`config.mk`:
```
export PLATFORM = sky130hd
export DESIGN_NAME = uart_tx_param_flat
export DESIGN_NICKNAME = d
export VERILOG_FILES = /design/src/rtl/uart_tx_param_if.sv /design/src/rtl/uart_tx_param.sv /design/src/flat_wrapper.sv
export SDC_FILE = /design/constraint.sdc
export NUM_CORES = 1
export LEC_CHECK = 0
export ABC_AREA = 1
export BUFFER_PORTS_ARGS = -buffer_cell sky130_fd_sc_hd__buf_2
export CAP_MARGIN = 20
export CORE_UTILIZATION = 56
export CTS_CLUSTER_DIAMETER = 60
export CTS_CLUSTER_SIZE = 14
export DETAILED_ROUTE_END_ITERATION = 6
export PLACE_DENSITY = 0.74
export SETUP_SLACK_MARGIN = 0.02
export SLEW_MARGIN = 20
export SYNTH_ARGS = -nofsm -noshare
export SYNTH_HDL_FRONTEND = slang
export SYNTH_SLANG_ARGS = --single-unit
```
`constraint.sdc`:
```
create_clock -name clk -period 3.85 [get_ports clk]
set_input_delay 0.385 -clock clk [delete_from_list [all_inputs] [get_ports clk]]
set_output_delay 0.385 -clock clk [all_outputs]
set_load 0.1 [all_outputs]
```
`src/rtl/uart_tx_param_if.sv`:
```
// -----------------------------------------------------------------------------
// uart_tx_param_if
// Handshake and serial-line bundle for the uart_tx_param transmitter.
//
// Signals:
//   data_send [DATA_BITS] : payload offered by the producer, LSB sent first
//   transmit              : level-sensitive request/valid from the producer
//   ready                 : transmitter idle and able to accept this cycle
//   Txd                   : registered serial line, idle high
//   Done                  : one-cycle pulse on the final cycle of the last stop bit
//
// Modports:
//   master : producer side (drives data_send/transmit, observes the rest)
//   slave  : transmitter side
// -----------------------------------------------------------------------------
interface uart_tx_param_if #(
  parameter int DATA_BITS = 8
);
  logic [DATA_BITS-1:0] data_send;
  logic                 transmit;
  logic                 ready;
  logic                 Txd;
  logic                 Done;

  modport master (
    output data_send,
    output transmit,
    input  ready,
    input  Txd,
    input  Done
  );

  modport slave (
    input  data_send,
    input  transmit,
    output ready,
    output Txd,
    output Done
  );
endinterface

```
`src/rtl/uart_tx_param.sv`:
```
// -----------------------------------------------------------------------------
// uart_tx_param
// Parameterised UART transmitter: start bit, DATA_BITS payload bits LSB first,
// optional parity bit, STOP_BITS stop bits, then GUARD_CYCLES idle-high cycles
// before the next frame can be accepted.
//
// Optional feature: define UART_TX_PARITY_EN to insert a parity bit between
// the last data bit and the first stop bit (PARITY_ODD selects odd parity).
// Without the macro the frame is start + data + stop only.
//
// Ports:
//   clk   : single clock, rising edge
//   rst_n : asynchronous, active-low reset
//   bus   : uart_tx_param_if.slave (data_send, transmit, ready, Txd, Done)
// -----------------------------------------------------------------------------
module uart_tx_param #(
  parameter int CLKS_PER_BIT = 10416,
  parameter int DATA_BITS    = 8,
  parameter int STOP_BITS    = 1,
  parameter int GUARD_CYCLES = 2500,
  parameter int PARITY_ODD   = 0
) (
  input  logic           clk,
  input  logic           rst_n,
  uart_tx_param_if.slave bus
);

  // Counters hold 0..N-1, so N itself sets the width.
  localparam int BAUD_W  = (CLKS_PER_BIT > 1) ? $clog2(CLKS_PER_BIT) : 1;
  localparam int BIT_W   = $clog2(DATA_BITS);
  localparam int GUARD_W = (GUARD_CYCLES > 1) ? $clog2(GUARD_CYCLES) : 1;

  localparam logic [BAUD_W-1:0]  BAUD_LAST  = BAUD_W'(CLKS_PER_BIT - 1);
  localparam logic [BIT_W-1:0]   BIT_LAST   = BIT_W'(DATA_BITS - 1);
  localparam logic [BIT_W-1:0]   STOP_LAST  = BIT_W'(STOP_BITS - 1);
  localparam logic [GUARD_W-1:0] GUARD_LAST =
    GUARD_W'((GUARD_CYCLES > 0) ? (GUARD_CYCLES - 1) : 0);

  if (CLKS_PER_BIT < 2 || CLKS_PER_BIT > 65535) begin : g_bad_clks
    $error("uart_tx_param: CLKS_PER_BIT out of range 2..65535");
  end
  if (DATA_BITS < 5 || DATA_BITS > 9) begin : g_bad_data
    $error("uart_tx_param: DATA_BITS out of range 5..9");
  end
  if (STOP_BITS != 1 && STOP_BITS != 2) begin : g_bad_stop
    $error("uart_tx_param: STOP_BITS must be 1 or 2");
  end
  if (GUARD_CYCLES < 0 || GUARD_CYCLES > 1048575) begin : g_bad_guard
    $error("uart_tx_param: GUARD_CYCLES out of range 0..2^20-1");
  end
  if (PARITY_ODD != 0 && PARITY_ODD != 1) begin : g_bad_parity
    $error("uart_tx_param: PARITY_ODD must be 0 or 1");
  end

  typedef enum logic [2:0] {
    IDLE   = 3'd0,
    START  = 3'd1,
    DATA   = 3'd2,
`ifdef UART_TX_PARITY_EN
    PARITY = 3'd3,
`endif
    STOP   = 3'd4,
    GUARD  = 3'd5
  } state_t;

  state_t               state, state_n;
  logic [BAUD_W-1:0]    baud_cnt, baud_n;
  logic [BIT_W-1:0]     bit_cnt, bit_n;
  logic [GUARD_W-1:0]   guard_cnt, guard_n;
  logic [DATA_BITS-1:0] sh_q, sh_n;
  logic                 txd_q, txd_n;
  logic                 done_q, done_n;
`ifdef UART_TX_PARITY_EN
  logic                 par_q, par_n;
`endif

  wire baud_last = (baud_cnt == BAUD_LAST);

  always_ff @(posedge clk or negedge rst_n) begin
    if (!rst_n) begin
      state     <= IDLE;
      baud_cnt  <= '0;
      bit_cnt   <= '0;
      guard_cnt <= '0;
      sh_q      <= '0;
      txd_q     <= 1'b1;
      done_q    <= 1'b0;
`ifdef UART_TX_PARITY_EN
      par_q     <= 1'b0;
`endif
    end else begin
      state     <= state_n;
      baud_cnt  <= baud_n;
      bit_cnt   <= bit_n;
      guard_cnt <= guard_n;
      sh_q      <= sh_n;
      txd_q     <= txd_n;
      done_q    <= done_n;
`ifdef UART_TX_PARITY_EN
      par_q     <= par_n;
`endif
    end
  end

  always_comb begin
    state_n = state;
    baud_n  = baud_cnt;
    bit_n   = bit_cnt;
    guard_n = guard_cnt;
    sh_n    = sh_q;
    txd_n   = 1'b1;
    done_n  = 1'b0;
`ifdef UART_TX_PARITY_EN
    par_n   = par_q;
`endif

    case (state)
      IDLE: begin
        if (bus.transmit) begin
          state_n = START;
          baud_n  = '0;
          bit_n   = '0;
          sh_n    = bus.data_send;
`ifdef UART_TX_PARITY_EN
          par_n   = (^bus.data_send) ^ (PARITY_ODD == 1);
`endif
        end
      end

      START: begin
        if (baud_last) begin
          baud_n  = '0;
          state_n = DATA;
        end else begin
          baud_n = baud_cnt + 1'b1;
        end
      end

      // The shift register's LSB is always the bit on the line.
      DATA: begin
        if (baud_last) begin
          baud_n = '0;
          sh_n   = sh_q >> 1;
          if (bit_cnt == BIT_LAST) begin
            bit_n = '0;
`ifdef UART_TX_PARITY_EN
            state_n = PARITY;
`else
            state_n = STOP;
`endif
          end else begin
            bit_n = bit_cnt + 1'b1;
          end
        end else begin
          baud_n = baud_cnt + 1'b1;
        end
      end

`ifdef UART_TX_PARITY_EN
      PARITY: begin
        if (baud_last) begin
          baud_n  = '0;
          state_n = STOP;
        end else begin
          baud_n = baud_cnt + 1'b1;
        end
      end
`endif

      // bit_cnt is reused here to count stop bits.
      STOP: begin
        if (baud_last) begin
          baud_n = '0;
          if (bit_cnt == STOP_LAST) begin
            bit_n   = '0;
            guard_n = '0;
            state_n = (GUARD_CYCLES == 0) ? IDLE : GUARD;
          end else begin
            bit_n = bit_cnt + 1'b1;
          end
        end else begin
          baud_n = baud_cnt + 1'b1;
        end
      end

      GUARD: begin
        if (guard_cnt == GUARD_LAST) begin
          guard_n = '0;
          state_n = IDLE;
        end else begin
          guard_n = guard_cnt + 1'b1;
        end
      end

      // Unused encodings fall back to a clean idle line.
      default: begin
        state_n = IDLE;
        baud_n  = '0;
        bit_n   = '0;
        guard_n = '0;
      end
    endcase

    // Txd is a registered function of the next state, so it changes exactly
    // on the bit boundaries and never glitches.
    case (state_n)
      START:   txd_n = 1'b0;
      DATA:    txd_n = sh_n[0];
`ifdef UART_TX_PARITY_EN
      PARITY:  txd_n = par_q;
`endif
      default: txd_n = 1'b1;
    endcase

    // Registered so that Done is high during the final stop-bit cycle.
    done_n = (state_n == STOP) && (baud_n == BAUD_LAST) && (bit_n == STOP_LAST);
  end

  assign bus.ready = (state == IDLE);
  assign bus.Txd   = txd_q;
  assign bus.Done  = done_q;

endmodule
```
`src/flat_wrapper.sv`:
```
// flat-port wrapper written by rule: the top's interface ports become plain ports
module uart_tx_param_flat 
#(
  parameter int CLKS_PER_BIT = 10416,
  parameter int DATA_BITS    = 8,
  parameter int STOP_BITS    = 1,
  parameter int GUARD_CYCLES = 2500,
  parameter int PARITY_ODD   = 0
)
  (clk, rst_n, bus_data_send, bus_transmit, bus_ready, bus_Txd, bus_Done);
  uart_tx_param_if #(.DATA_BITS(DATA_BITS)) bus_i ();
  input  logic clk;
  input  logic rst_n;
  input wire logic [$bits(bus_i.data_send)-1:0] bus_data_send;
  input wire logic [$bits(bus_i.transmit)-1:0] bus_transmit;
  output wire logic [$bits(bus_i.ready)-1:0] bus_ready;
  output wire logic [$bits(bus_i.Txd)-1:0] bus_Txd;
  output wire logic [$bits(bus_i.Done)-1:0] bus_Done;
  assign bus_i.data_send = bus_data_send;
  assign bus_i.transmit = bus_transmit;
  assign bus_ready = bus_i.ready;
  assign bus_Txd = bus_i.Txd;
  assign bus_Done = bus_i.Done;
  uart_tx_param #(.CLKS_PER_BIT(CLKS_PER_BIT), .DATA_BITS(DATA_BITS), .STOP_BITS(STOP_BITS), .GUARD_CYCLES(GUARD_CYCLES), .PARITY_ODD(PARITY_ODD)) u_core (.clk(clk), .rst_n(rst_n), .bus(bus_i));
endmodule
```
==> flow_summary.yaml <==
run_status:
  outcome: "complete, but fails checks"
  violations: "DRC"
final_layout:
  layoutNonFillerInstCount: 415
  final-seq-area_um2: 1050
  final_area_um2: 2870
  area_growth_pct: 7.00
  multi_input_area_um2: 1370
  nFillCells: 400
  final_nets: 378
  diodes: 0
  drive_gt1_frac: 0.179
cts:
  path_clk_slew_ps: 80
  insertion_delay_ps: 290
  h-tree-depth: 2
  ctsResizeCount: 0
  cts.path.max_buffers: 2
  cts_made_buffers: 5
  post_cts_buffers: 0
  cts.sinks: 42
  cts_tree: "built"
  cts-root-buf: "clkbuf_8"
  hold_buffers: 0
setup_path:
  ff2ff_path_depth: 10
  start_kind: "flop"
  worstReg2RegStart: "u_core.baud_cnt[1]"
  r2r_end: "u_core.guard_cnt[2]"
  path_class: "reg -> reg"
  r2r_slack_ps: 1660
  crit_fanout: 12
  crit_required_ps: 4030
  cp-end-kind: "flop"
  critPathArrivalTime_ps: 2370
pwr:
  peakVddDrop_uv: 147
  power_density_nw_per_um2: 259
  p_leak_nw: 1.50
yosys:
  ys_seq_elements: 42
  yosys-top-cells-count: "nand2_1, inv_1, dfrtp_1"
  synthArstFlopShare: 1.00
  yosys.area_share.simple: 0.359
  synth_flop_cell: "dfrtp_1"
  synthAdderAreaFrac: 0.0233
  synth_top_cell_area_share: 0.382
  syn_area_um2: 2680
  synth_edf_count: 0
  synth_top_family_by_area: "simple AND/OR/NAND/NOR gates"
  synth.distinct_cells: 38
  synth_compound_area_frac: 0.101
  netlist_instances: 345
  synth.mux.area_fraction: 0
  post_synth.cell_area_avg_um2: 7.78
  synth_xor_xnor_area_share: 0.0261
  yosysMostFrequentCell: "nand2_1"
  synth_nets: 361
  yosysWarningCount: 0
  ys_seq_area_frac: 0.392
  synth_top_cell_by_area: "dfrtp_1"
  ys_top_cells_by_area: "dfrtp_1, nand2_1, inv_1"
floorplanning:
  die-area_um2: 5070
  rows: 24
  initial_core_util: 0.600
  pin_count: 14
  die_x_um: 71.2
  fp.coreArea_um2: 4470
  die_h_um: 71.2
sta:
  finalMaxSlewViolations: 0
  fin_tns_setup_ps: 0
  setup_ws_ps: 1660
  period_needed_ps: 2190
  setup_viol: 0
  slew_headroom: 0.387
  fin_crit_sh: 0.569
  rsz0062_at_grt: "no"
  tightest_slew_ps: 920
  finalHoldViolations: 0
  fmax_ghz: 0.457
  skew_ps: 7.41
min_path:
  hold_path_class: "in -> async"
global_routing:
  grt_pass1_vias: 2108
  grtUsageTotal: 0.244
  grt_first_pass_wirelength_um: 9690
  grt_max_degree: 43
  gr-total-overflow: 0
  antenna_found_initial: 0
placed_design:
  place_area_um2: 2780
  io_buffers: 13
  placed_cells: 407
  dp_hpwl_um: 4080
  place_ws_ps: 1710
  place_congestion: 0.919
route:
  drt_iter0_drc: 240
  wl_per_cell_um: 13.0
  ant_nets: 0
  drc: 2
  drt_wl_total_um: 5380
  vias: 2238
  viasPerCell: 5.39
  dr.pass1.iters: 7
flow_run:
  drv_cap: 0
## critical path: stages, from the launching register on
cell	delay (ps)
dfrtp_1	410
ha_1	270
nand3_2	150
nor2_4	170
nand2_4	150
o21bai_4	150
nand3_2	260
inv_1	200
nand2_1	80
inv_1	160
a211oi_1	70
## layout make-up
type | instances | area share
clock inverter | 1 | 0.00174
clock buffer | 7 | 0.0301
multi-input combinational | 239 | 0.476
inverter | 61 | 0.0798
sequential | 42 | 0.367
timing repair buffer | 13 | 0.0227
tap | 52 | 0.0227
## cells by family (layout without fill, tap and decap cells)
group / Yosys count / count (layout)
AND/OR/NAND/NOR: 191 / 191
buffers and inverters: 64 / 82
flip-flops: 42 / 42
AO/OA/AOI/OAI: 35 / 35
XOR/XNOR: 8 / 8
adder cells (fa/ha/maj): 5 / 5
## sequential cells by signal, indices dropped and copies added, names as in the netlist
name,flops
u_core.guard_cnt,12
u_core.sh_q,8
u_core.bus.Txd,1
u_core.bit_cnt,3
u_core.baud_cnt,14
u_core.state,3
u_core.bus.Done,1
## routing by layer
layer  up-vias  share of wire  track usage
li1       1128              -            -
met1      1016           0.50        0.376
met2        89           0.43        0.344
met3         5          0.064       0.0563
met4         0         0.0065       0.0622
met5         -              0            0
## where the power goes
| group | internal, mW | total (mW) | switching [mW] |
|---|---|---|---|
| Combinational | 0.00358 | 0.0133 | 0.00971 |
| Sequential | 0.441 | 0.441 | 0 |
| Clock | 0.145 | 0.288 | 0.144 |
| Total | 0.589 | 0.742 | 0.153 |
## layout by cell type, fill, tap and decap left out, drive strengths merged
master  instances
dfstp           1
nand2         102
inv            60
o211ai          2
a32o            2
clkbuf          7
or2             1
ha              5
o221ai          6
xnor2           3
nand3          30
a22oi           1
a211oi          1
nor4            1
o22ai           2
and2            1
o21ai          12
clkinv          2
nor2           42
o21bai          5
dfrtp          41
xor2            5
a21oi           4
nor3           11
buf            13
nand4           3
## worst max-delay path by stage
| stage | endpoint | startpoint |
|---|---|---|
| detailed placement | u_core.guard_cnt[2] | u_core.baud_cnt[1] |
| finish | u_core.guard_cnt[2] | u_core.baud_cnt[1] |
| floorplan | u_core.bus.Txd | u_core.state[2] |
| global placement | u_core.guard_cnt[2] | u_core.baud_cnt[1] |
| global route | u_core.guard_cnt[11] | u_core.baud_cnt[1] |
| CTS | u_core.guard_cnt[2] | u_core.baud_cnt[1] |
## through the flow
| stage | utilization | hold slack, ps | power [mW] |
|---|---|---|---|
| after global routing | 0.641 | 321 | 0.772 |
| after global placement | 0.621 | 487 | 0.464 |
| after floorplan | - | 89.4 | 0.450 |
| after detailed placement | 0.621 | 492 | 0.464 |
| final | 0.641 | 227 | 0.742 |
| after CTS | 0.641 | 258 | 0.755 |
Note: power is estimated with default switching activity, not from simulation.
